`src/rtl/freq_meter_pkg.sv`:
```
// Shared types for the frequency meter: measurement FSM state encoding.
package freq_meter_pkg;
  typedef enum logic [1:0] {
    IDLE    = 2'd0,
    MEASURE = 2'd1,
    REPORT  = 2'd2
  } state_t;
endpackage

```
`src/rtl/sync_edge_det.sv`:
```
// Multi-flop synchronizer for an asynchronous input plus rising-edge detect.
module sync_edge_det #(
  parameter int SYNC_STAGES = 2
) (
  input  logic clk,
  input  logic reset_p,
  input  logic d,
  output logic rise
);
  logic [SYNC_STAGES-1:0] sync_q;
  logic                   hist;

  always_ff @(posedge clk) begin
    if (reset_p) begin
      sync_q <= '0;
      hist   <= 1'b0;
    end else begin
      sync_q <= {sync_q[SYNC_STAGES-2:0], d};
      hist   <= sync_q[SYNC_STAGES-1];
    end
  end

  assign rise = sync_q[SYNC_STAGES-1] & ~hist;
endmodule

```
`src/rtl/freq_meter.sv`:
```
// Counts rising edges of an asynchronous signal over a fixed gate window
// and reports the count with a one-cycle valid strobe.
module freq_meter
  import freq_meter_pkg::*;
#(
  parameter int GATE_CYCLES = 1024,
  parameter int CNT_W       = 16,
  parameter int SYNC_STAGES = 2
) (
  input  logic             clk,
  input  logic             reset_p,
  input  logic             sig_in,
  input  logic             start,
  output logic             busy,
  output logic [CNT_W-1:0] count_out,
  output logic             count_valid,
  output logic             overflow
);
  localparam int GW = $clog2(GATE_CYCLES);

  state_t           state, state_nxt;
  logic             rise;
  logic [CNT_W-1:0] edge_cnt, edge_nxt;
  logic             ovf, ovf_nxt;
  logic [GW-1:0]    gate_cnt;

  sync_edge_det #(.SYNC_STAGES(SYNC_STAGES)) u_sync (
    .clk    (clk),
    .reset_p(reset_p),
    .d      (sig_in),
    .rise   (rise)
  );

  always_ff @(posedge clk) begin
    if (reset_p) state <= IDLE;
    else         state <= state_nxt;
  end

  always_comb begin
    state_nxt = state;
    case (state)
      IDLE:    if (start) state_nxt = MEASURE;
      MEASURE: if (gate_cnt == '0) state_nxt = REPORT;
      REPORT:  state_nxt = IDLE;
      default: state_nxt = IDLE;
    endcase
  end

  // Edge count including this cycle's rise; saturates and flags instead of wrapping.
  always_comb begin
    edge_nxt = edge_cnt;
    ovf_nxt  = ovf;
    if (rise) begin
      if (&edge_cnt) ovf_nxt  = 1'b1;
      else           edge_nxt = edge_cnt + CNT_W'(1);
    end
  end

  always_ff @(posedge clk) begin
    if (reset_p) begin
      edge_cnt    <= '0;
      gate_cnt    <= '0;
      ovf         <= 1'b0;
      count_out   <= '0;
      overflow    <= 1'b0;
      count_valid <= 1'b0;
    end else begin
      count_valid <= 1'b0;
      case (state)
        IDLE: begin
          edge_cnt <= '0;
          gate_cnt <= GW'(GATE_CYCLES - 1);
          ovf      <= 1'b0;
        end
        MEASURE: begin
          edge_cnt <= edge_nxt;
          ovf      <= ovf_nxt;
          if (gate_cnt != '0) begin
            gate_cnt <= gate_cnt - GW'(1);
          end else begin
            count_out   <= edge_nxt;
            overflow    <= ovf_nxt;
            count_valid <= 1'b1;
          end
        end
        default: ;
      endcase
    end
  end

  assign busy = (state != IDLE);
endmodule
```
`config.mk`:
```
export PLATFORM = sky130hd
export DESIGN_NAME = freq_meter
export DESIGN_NICKNAME = d
export VERILOG_FILES = /design/src/rtl/freq_meter_pkg.sv /design/src/rtl/sync_edge_det.sv /design/src/rtl/freq_meter.sv
export SDC_FILE = /design/constraint.sdc
export NUM_CORES = 1
export LEC_CHECK = 0
export CAP_MARGIN = 20
export CORE_ASPECT_RATIO = 1.5
export CORE_MARGIN = 5
export CORE_UTILIZATION = 56
export DETAILED_ROUTE_END_ITERATION = 7
export PLACE_DENSITY = 0.79
export REMOVE_ABC_BUFFERS = 1
export SYNTH_ARGS = -nofsm -noshare
export SYNTH_HDL_FRONTEND = slang
export SYNTH_SLANG_ARGS = --single-unit
```
`constraint.sdc`:
```
create_clock -name clk -period 2.48 [get_ports clk]
set_input_delay 0.496 -clock clk [delete_from_list [all_inputs] [get_ports clk]]
set_output_delay 0.496 -clock clk [all_outputs]
set_load 0.01 [all_outputs]
```
# Word-level counts from Yosys, hierarchy flattened
# Cells that the tools add are included.
[totals]
ff_bits = 50
in_bits = 4
out_inout_bits = 19
wordCells = 41
[classes]
addsub = 2
eq_ne = 4
n_mux = 12
n_bitwise = 4
reduce_logical = 10
[op_table]
columns = ["operator", "n"]
rows = [
  ["two-way mux 16 bit", 2],
  ["one-hot mux 16 bit (2 select lines)", 1],
  ["one-hot mux 10 bit (2 select lines)", 1],
  ["adder 16 x 1 -> 16 bit (second input constant)", 1],
  ["AND reduction 16 bit", 1],
  ["logical NOT 10 bit", 1],
  ["two-way mux 10 bit", 1],
  ["nonzero test 10 bit", 1],
  ["subtractor 10 x 1 -> 10 bit (second input constant)", 1],
  ["!= test 2 bit (second input constant)", 3],
  ["AND reduction 2 bit", 3],
  ["two-way mux 2 bit", 2],
  ["one-hot mux 2 bit (2 select lines)", 1],
  ["nonzero test 2 bit", 2],
  ["two-way mux 1 bit", 3],
  ["inverter 1 bit", 3],
  ["== test 2 x 1 -> 1 bit (second input constant)", 1],
  ["logical NOT 2 bit", 1],
  ["one-hot mux 1 bit (2 select lines)", 1],
  ["OR reduction 2 bit", 1],
  ["AND 1 bit", 1],
]

# Logic depth before layout (Yosys ltp)
[logic_depth]
word_depth = 4
depth_mapped = 8
depth_no_buf = 7

# Hierarchy
# From an unflattened synthesis, not the netlist that was laid out.
[unflattened]
cells_unflattened = 296
hier_area_um2 = 2467.4
[modules_own_cells]
columns = ["mod", "instances", "cells_each", "area_each_um2", "seq_area_each_um2"]
rows = [
  ["freq_meter", 1, 289, 2379.8, 940.9],
  ["sync_edge_det", 1, 7, 87.6, 60.1],
]

# Worst setup path after synthesis
# No wires, ideal clock.
[synth_timing]
path_kind = "register to register"
from = "register gate_cnt[0]"
to = "register count_out[9]"
setup_ns = 0.137
t_arrival_ns = 1.876
required_time_ns = 2.343
setup_slack_ns = 0.467
stages_incl_launch_ff = 8
n_path_buf = 1
period_less_slack_ns = 2.013
path_cell_list = "dfxtp_1 -> inv_1 -> ha_1 -> or4b_1 -> or3_4 -> nor2_8 -> buf_2 -> a211oi_1"
[synth_via]
elab_chain_cells = 3
[synth_rtl]
columns = ["element", "line_no", "text"]
rows = [
  ["start, declared", "freq_meter.sv:25", "logic [GW-1:0] gate_cnt;"],
  ["start signal, assigned", "freq_meter.sv:72", "gate_cnt <= GW'(GATE_CYCLES - 1);"],
  ["start signal, assigned", "freq_meter.sv:79", "gate_cnt <= gate_cnt - GW'(1);"],
  ["nonzero test 10 bit", "freq_meter.sv:78", "if (gate_cnt != '0) begin"],
  ["inverter 1 bit (no source line)", "--", ""],
  ["AND reduction 2 bit (no source line)", "--", ""],
  ["end signal, assigned", "freq_meter.sv:81", "count_out <= edge_nxt;"],
  ["end, declared", "freq_meter.sv:15", "output logic [CNT_W-1:0] count_out,"],
]
# No other way between the ends.
# A chain may end at the register's enable or synchronous reset.

# Worst setup path after layout
[layout_timing]
from = "register gate_cnt[0]"
to = "register count_out[7]"
# The elaborated chain is that of the path after synthesis.

==> results.ini <==
[timing]
hold_violations = 0
rsz0062_at_grt = no
min_period_over_period = 0.915
fmax_mhz = 441
finalSetupViolCount = 0
setup_tns_ns = 0
worstMarginPinSlew_ns = 0.601
fin_skew_ns = 0.0112
slew_headroom = 0.594
maxSlewViolCount = 0
final.min_clock_period_ns = 2.27
holdWs_ns = 0.448

[finish]
layout.nets = 323
layout_commonest_cell = dfxtp_1
layout.cells.non_filler = 364
insertedDiodeCount = 0
synthToLayoutAreaGrowth_pct = 17.1
layout_common_cells = dfxtp_1, nor2_1, a21oi_1, nand2_1, clkdlybuf4s50_1
layout-drive-gt1-share = 0.0818

[route]
routed_wirelength_mm = 5.80
drc = 0
dr.first_iter.drc_count = 93
dr.pass1.iters = 5
vias = 2246
avgRoutedWirePerCell_um = 15.9
vias_per_cell = 6.17
drtAntennaViolNets = 0

[placed_design]
port_buffers = 22
placedCellCount = 356
place_hpwl_mm = 4.34
gp_congestion = 0.882

[logic_synthesis]
synthCells = 291
yosysSeqAreaShare = 0.417
syn-mean-instance-area_sq_um = 8.25
synth_top_flop_cell = dfxtp_1
synth_edf_count = 0
synth_area_sq_mm = 0.00240
ys_ff_latch = 50
async_flop_share = 0
ys_warn_count = 0
synth.distinct_cells = 48

[clock_network]
tritoncts = built
cts_resized = 0
cts_inserted_buffers = 5
cts_hold_buf = 0
postCtsSetupBuffers = 0
cts_max_level = 2
clockBufferDepth = 2
cts_root_buffer = clkbuf_8
path_clk_slew_ns = 0.09
clock_latency_ns = 0.31
clock-sinks = 50

[flow_run]
drv_cap = 0

[grt]
overflow = 0
grt_first_pass_wirelength_mm = 9.99
use_met1 = 0.239
gr-max-usage-layer = met2
antenna_found_initial = 0
use_met3 = 0.0362
grt_max_degree = 20
grt_util_all_layers = 0.212
grt_pass1_vias = 2207
grt_use_met2 = 0.364

[floorplanning]
die_h_um = 90.2
die_width_um = 63.5
coreArea_sq_mm = 0.00421
dieArea_sq_mm = 0.00572
initial_core_util = 0.570
rows = 29
ioPinCount = 23

[worst_setup_path]
setup.worst_path.class = flop to flop
end_kind = flop
slowest_stage = or4b_1
crit_fanout = 11
crit_path_cell_trace = inv_1 -> ha_1 -> or4b_1 -> or3_4 -> nor2_8 -> buf_4 -> nor2_1 -> a211oi_1
required_ns = 2.70
cp_num_buf_inv = 2
critPathTopFamily = simple AND/OR/NAND/NOR gates
arrival_ns = 2.49
critPathMaxStageDelay_ns = 0.47
start_kind = flop

[power]
finalPower_mw = 1.45
p_per_area_mw_per_mm2 = 514
leakagePower_nw = 0.953
peakVddDrop_mv = 0.461

[min_path]
min_path_type = flop to flop

[run_status]
outcome = finished clean

==> worst paths after layout <==
check,from,end,slack [ns],cells past startpoint
max,gate_cnt[0]$_SDFFE_PP0P_,count_out[7]$_SDFFE_PP0P_,0.21,8
max reg2reg,gate_cnt[0]$_SDFFE_PP0P_,count_out[7]$_SDFFE_PP0P_,0.21,8
min,u_sync.sync_q[0]$_SDFF_PP0_,u_sync.sync_q[1]$_SDFF_PP0_,0.45,1
min reg2reg,u_sync.sync_q[0]$_SDFF_PP0_,u_sync.sync_q[1]$_SDFF_PP0_,0.45,1
==> cell families after synthesis <==
logic type,Yosys count,share of synthesized area
AO/OA/AOI/OAI,70,0.188
XOR/XNOR,13,0.0474
adder cells (fa/ha/maj),2,0.0104
buffers and inverters,24,0.0427
flip-flops,50,0.417
multiplexers,3,0.0130
AND/OR/NAND/NOR,129,0.282
==> synth_stat cells (4+ instances only) <==
cell type	count	area, sq um
dfxtp_1	50	1000
nor2_1	33	124
a21oi_1	28	140
nand2_1	22	82.6
nand3_1	18	90.1
nor3_1	14	70.1
clkbuf_1	12	45.0
nand4_1	9	56.3
a31oi_1	8	50.1
inv_1	8	30.0
xor2_1	8	70.1
a211oi_1	7	52.6
o21ai_0	7	35.0
or3_1	7	43.8
a311oi_1	5	43.8
nor2b_1	5	31.3
xnor2_1	5	43.8
o211ai_1	4	30.0
==> layout make-up <==
cell class,instances,area (sq um)
Clock inverter,2,16.3
Fill cell,339,1400
Timing Repair Buffer,34,323
Inverter,9,33.8
Clock buffer,6,82.6
Tap cell,46,57.6
Sequential cell,50,1000
Multi-Input combinational cell,217,1300
==> routing by layer <==
metal	share of wire	vias up
li1	-	1118
met1	0.41	1054
met2	0.52	58
met3	0.039	16
met4	0.032	0
met5	0	-
==> stage by stage <==
step            util  worst slack (ns)  cell area, sq um
6_report       0.668             0.211              2810
5_1_grt        0.668             0.113              2810
4_1_cts        0.668             0.194              2810
3_5_place_dp   0.644             0.223              2710
3_3_place_gp   0.644             0.344              2710
2_1_floorplan      -             0.368              2330
==> sequential cells by signal, indices dropped and copies added (netlist names) <==
name	flops
ovf	1
gate_cnt	10
count_out	16
u_sync.hist	1
state	2
u_sync.sync_q	2
edge_cnt	16
overflow	1
count_valid	1
==> where the power goes <==
part / total [mW] / switching [mW] / internal, mW
combinational: 0.105 / 0.0621 / 0.0430
clock: 0.502 / 0.272 / 0.230
sequential: 0.839 / 0.0191 / 0.820
Note: power is estimated with default switching activity, not from simulation.
